`config.mk`:
```
export PLATFORM = sky130hd
export DESIGN_NAME = counter_scoreboard
export DESIGN_NICKNAME = d
export VERILOG_FILES = /design/src/rtl/counter_scoreboard.sv
export SDC_FILE = /design/constraint.sdc
export NUM_CORES = 1
export LEC_CHECK = 0
export BUFFER_PORTS_ARGS = -buffer_cell sky130_fd_sc_hd__buf_2
export CELL_PAD_IN_SITES_DETAIL_PLACEMENT = 2
export CELL_PAD_IN_SITES_GLOBAL_PLACEMENT = 2
export CORE_ASPECT_RATIO = 1.25
export CORE_UTILIZATION = 31
export CTS_BUF_LIST = sky130_fd_sc_hd__clkbuf_16
export DETAILED_ROUTE_END_ITERATION = 12
export GPL_TIMING_DRIVEN = 0
export PLACE_DENSITY = 0.74
export SLEW_MARGIN = 10
export SYNTH_ARGS = -nofsm -noshare
export SYNTH_HDL_FRONTEND = slang
export SYNTH_SLANG_ARGS = --single-unit
```
`constraint.sdc`:
```
create_clock -name clk -period 1.7 [get_ports clk]
set_input_delay 0.255 -clock clk [delete_from_list [all_inputs] [get_ports clk]]
set_output_delay 0.255 -clock clk [all_outputs]
set_load 0.02 [all_outputs]
```
`src/rtl/counter_scoreboard.sv`:
```
// Reference model of the 4-bit multi-mode counter plus an output checker.
// Predicts Q/rco/load and accumulates saturating compare and mismatch counts.
module counter_scoreboard #(
    parameter int WIDTH = 4,
    parameter int CNT_W = 16
) (
    input  logic             clk,
    input  logic             reset,
    input  logic             enable_,
    input  logic [1:0]       mode_sb4,
    input  logic [WIDTH-1:0] D_sb4,
    input  logic             check_en,
    input  logic [WIDTH-1:0] Q_dut,
    input  logic             rco_dut,
    input  logic             load_dut,
    output logic [WIDTH-1:0] Q_sb,
    output logic             rco_sb,
    output logic             load_sb,
    output logic             mismatch,
    output logic [CNT_W-1:0] err_count,
    output logic [CNT_W-1:0] cmp_count
);

    typedef enum logic [1:0] {
        MODE_UP3   = 2'b00,
        MODE_DOWN1 = 2'b01,
        MODE_UP1   = 2'b10,
        MODE_LOAD  = 2'b11
    } mode_e;

    mode_e            mode;
    logic [WIDTH:0]   sum3;
    logic [WIDTH-1:0] q_next;
    logic             rco_next;
    logic             load_next;
    logic             cmp_fail;

    assign mode = mode_e'(mode_sb4);
    // Carry out of the widened add is the +3 wrap indication.
    assign sum3 = {1'b0, Q_sb} + (WIDTH + 1)'(3);

    always_comb begin
        q_next    = Q_sb;
        rco_next  = 1'b0;
        load_next = 1'b0;
        if (enable_) begin
            case (mode)
                MODE_UP3: begin
                    q_next   = sum3[WIDTH-1:0];
                    rco_next = sum3[WIDTH];
                end
                MODE_DOWN1: begin
                    q_next   = Q_sb - WIDTH'(1);
                    rco_next = (Q_sb == '0);
                end
                MODE_UP1: begin
                    q_next   = Q_sb + WIDTH'(1);
                    rco_next = (Q_sb == '1);
                end
                MODE_LOAD: begin
                    q_next    = D_sb4;
                    load_next = 1'b1;
                end
                default: begin
                    q_next = Q_sb;
                end
            endcase
        end
    end

    always_ff @(posedge clk or negedge reset) begin
        if (!reset) begin
            Q_sb    <= '0;
            rco_sb  <= 1'b0;
            load_sb <= 1'b0;
        end else begin
            Q_sb    <= q_next;
            rco_sb  <= rco_next;
            load_sb <= load_next;
        end
    end

    // Case inequality so an X/Z on the counter side is reported as a failure.
    assign cmp_fail = ({Q_dut, rco_dut, load_dut} !== {Q_sb, rco_sb, load_sb});

    always_ff @(posedge clk or negedge reset) begin
        if (!reset) begin
            mismatch  <= 1'b0;
            err_count <= '0;
            cmp_count <= '0;
        end else if (check_en) begin
            mismatch <= cmp_fail;
            if (cmp_count != '1) begin
                cmp_count <= cmp_count + CNT_W'(1);
            end
            if (cmp_fail && (err_count != '1)) begin
                err_count <= err_count + CNT_W'(1);
            end
        end else begin
            mismatch <= 1'b0;
        end
    end

endmodule

```
# After elaboration in Yosys (flattened, before gate mapping)
# Cells that the tools add are included.
# W data, S select, Z words.
# word_totals
regBits	39
in_bits	16
output_inout_bits	39
# op_classes
addsub	5
eq_ne	7
n_mux	6
reduce_logical	5
# op_table
op	n
$add A16 B1 Y16 const B	2
$ne A16 B16 Y1 const B	2
$pmux W4 S4	1
$nex A6 B6 Y1	1
$add A4 B2 Y5 const B	1
$add A4 B1 Y4 const B	1
$eq A2 B2 Y1 const B	2
$eq A4 B4 Y1 const B	1
$logic_not A4 Y1	1
$mux W1	4
$reduce_and A2 Y1	2
$sub A4 B1 Y4 const B	1
$pmux W1 S3	1
$eq A2 B1 Y1 const B	1
$logic_not A2 Y1	1
$logic_and A1 B1 Y1	1

# Logic depth before layout (Yosys ltp)
# logic_depth
depth_word	3
mapped_depth	8

# Worst setup path after synthesis
# Ideal clock, no wire load.
# synth_timing
path_type	register -> register
from	register cmp_count[0]
to	register cmp_count[14]
arrival_time_ns	1.633
setup_slack_ns	-0.058
path_stages_with_launch	7
cell_sequence	dfrtp_1 > ha_1 > and3_2 > and2_4 > and3_4 > nand3_2 > mux2_4
# synth_between
elab_chain_cells	2
# synth_rtl
item	line	text
start, declared	21	output logic [CNT_W-1:0] cmp_count
start signal, assigned	94	cmp_count <= cmp_count + CNT_W'(1);
branches (longest 2 deep; another with $add A16 B1 Y16)	--	
# Parallel ways; which one is timed is not known.
# A chain may end at the register's enable or synchronous reset.

# Worst setup path after layout
# Ends and elaborated chain as after synthesis.

==> reports/qor.yml <==
run_status: "finished, final reports clean"
synth_top_family_by_area: "simple AND/OR/NAND/NOR gates"
switching_power_uw: 1390
gp_congestion: 0.757
p_int_uw: 2300
num-nets-final: 308
synth.area.mux_share_pct: 2.61
root_buffer: "clkbuf_16"
floorplan.die_area_um2: 7940
worst_slew_pin_slew_ns: 0.915
syn_area_per_cell_um2: 11.0
proportion_of_power_drawn_by_the_clock_network_pct: 24.2
initial_core_util_pct: 32.0
critPathLaunchType: "register"
p_per_area_nw_per_um2: 1250
antenna-diode-count: 0
compound_cell_area_share_of_the_yosys_netlist_pct: 6.92
timing.final.max_slew_violations: 0
mostFrequentLayoutCell: "buf_2"
mapped_cell_area_um2: 2350
cts.clk_slew.worst_paths_ns: 0.06
p_seq_share_pct: 38.2
drcViolationCount: 0
grt-ovfl-total: 0
fp-row-count: 35
clockBufferDepth: 2
synth-adder-area-share_pct: 6.92
clkLatencyLatePin_ns: 0.28
dr.first_iter.drc_count: 33
crit_arrival_ns: 1.80
crit_share_post_route_pct: 96.2
worstSetupEndpointType: "register"
ys_seq_elements: 39
post_synth_main_area_contributors: "dfrtp_1 42%, xnor2_1 10%, ha_1 6.9%, nand3_2 4.3%, xor2_1 3.0%"
irDropWorstVdd_mv: 0.450
p_comb_share_pct: 37.6
wire_per_inst_um: 16.3
ys_seq_area_share_pct: 41.5
finalHoldWorstSlack_ns: 0.114
area_of_the_core_um2: 7360
worstSetupPathType: "reg2reg"
wirelength_um: 6080
worst_slack_ns: 0.0638
antenna_violations_before_repair: 0
synth_largest_type_area_fraction_pct: 41.5
place.detailed.hpwl_um: 4490
worst_clock_skew_ns: 0.00613
route.vias.total: 1841
synthesis.instances: 213
drv_cap: 0
critPathRequiredTime_ns: 1.86
avgViaCountPerCell: 4.95
timing.hold.worst.class: "in2async"
final_core_utilization_pct: 40.2
grt_pass1_wl_um: 10100
synth_enable_flop_cells: 0
xor_xnor_fraction_of_synth_area_pct: 14.8
height_of_the_chip_um: 99.4
timing_hold_violations_final: 0
power_switching_share_pct: 37.7
htree_num_levels: 2
portBuffers: 54
clock.fmax_mhz: 611
share_of_synthesized_cell_area_in_and_or_nand_and_nor_gates_pct: 23.3
grt_use_total_pct: 16.5
synth_cell_types: 43
first_global_vias: 1996
final.min_clock_period_ns: 1.64
worst-path-max-fanout: 4
worst_slew_margin_rel_pct: 39.0
placement.setup.worst_slack_ns: -0.126
cts.sink_count: 39
areaGrowthSynthToFinish_pct: 25.8
main_synth_ff_type: "dfrtp_1"
drt_first_pass_iters: 4
floorplan.die.width_um: 79.9
yosysTopAreaCell: "dfrtp_1"
drtAntennaViolNets: 0
top_level_port_count: 55
synth_nets: 242
cts_tree: "built"
synth-async-reset-ratio_pct: 100
layout-drive-gt1-share_pct: 38.2
ys.warnings.count: 0
p_total_uw: 3690
cellLeakagePower_uw: 0.00143
post_layout_instance_area_um2: 2960
final_cell_mix: "54 x buf_2, 34 x dfrtp_1, 28 x xnor2_1"
cts_inserted_buffers: 5
largest_net_degree_at_the_start_of_global_routing: 40
report.final.setup_viol: 0
place_area_um2: 2740
## Yosys cell counts, types with 2 or more instances
cell,number
nor2_1,6
ha_1,13
buf_6,5
and2_1,6
mux2_4,2
a21oi_1,7
xnor2_1,28
and3_1,10
xor2_1,8
nor3_1,2
and3_4,5
and4_1,2
nand4_2,2
nand4_1,8
o21ai_0,5
xnor2_2,2
nand2b_1,3
and2_4,2
nand3_1,6
nand3_2,10
inv_1,9
dfrtp_1,39
mux2i_1,2
nand2_1,12
## power groups by stage
stage          Sequential [µW]  Clock, µW  Combinational, µW
5_1_grt                   1440        954               1520
4_1_cts                   1400        917               1390
3_5_place_dp              1420          0               1290
6_report                  1410        893               1390
3_3_place_gp              1410          0               1250
2_1_floorplan             1600          0                649
## worst max-delay path, cell delays in order, from the launching register on
cell and delay (ns):
dfrtp_2 0.37, ha_2 0.20, and3_4 0.21, and2_4 0.16, and3_4 0.20, nand3_2 0.09
mux2_4 0.30
## cell type report
cell class,instances,area (µm²)
fillers,838,4400
multi-input cells,159,1320
flip-flops and latches,39,982
repair buffers,60,315
clock buffers,5,125
well taps,92,115
plain buffers,5,52.6
inverters,9,33.8
clock inverters,3,12.5
## flip-flops by register name, indices dropped and copies added (netlist names)
signal / count
Q_sb: 4
err_count: 16
load_sb: 1
rco_sb: 1
cmp_count: 16
mismatch: 1
## per-stage QoR
stage / instances / setup TNS, ns
3_5_place_dp: 359 / -0.562
2_1_floorplan: 213 / -0.0203
3_3_place_gp: 359 / -0.348
5_1_grt: 372 / -0.0166
6_report: 372 / 0
4_1_cts: 370 / 0
## layer usage
metal  global-route usage [%]  part of all wire [%]  vias up
met2                     31.3                    55       36
li1                         -                     -      878
met5                        0                     0        -
met4                     4.53                   1.2        0
met1                     18.9                    41      921
met3                     2.39                   2.8        6
## repair_timing
item | in CTS | in global routing
resized for setup | 6 | 5
hold buffers | 0 | 0
setup endpoints to repair | 8 | 18
pin swaps | 3 | 2
buffers inserted | 4 | 2
## worst paths after layout
path | start | to | slack (ns) | cells after the start
worst min-delay path | reset | cmp_count[9] | 0.11 | 1
max in group asynchronous | reset | Q_sb[0] | 0.96 | 1
worst max-delay path | cmp_count[0] | cmp_count[14] | 0.06 | 6
worst min register to register | err_count[14] | err_count[14] | 0.49 | 1
worst max register to register | cmp_count[0] | cmp_count[14] | 0.06 | 6
min in group clk | D_sb4[0] | Q_sb[0] | 0.25 | 3
## cells by family (layout without fill, tap and decap cells)
logic type | count (synthesis) | in the layout
compound gates | 24 | 24
mux | 5 | 5
flops | 39 | 39
xor+xnor | 38 | 38
fa+ha+maj | 13 | 13
buf+inv | 15 | 82
simple gates | 79 | 79
No activity file was read; power rests on OpenSTA's default activity.
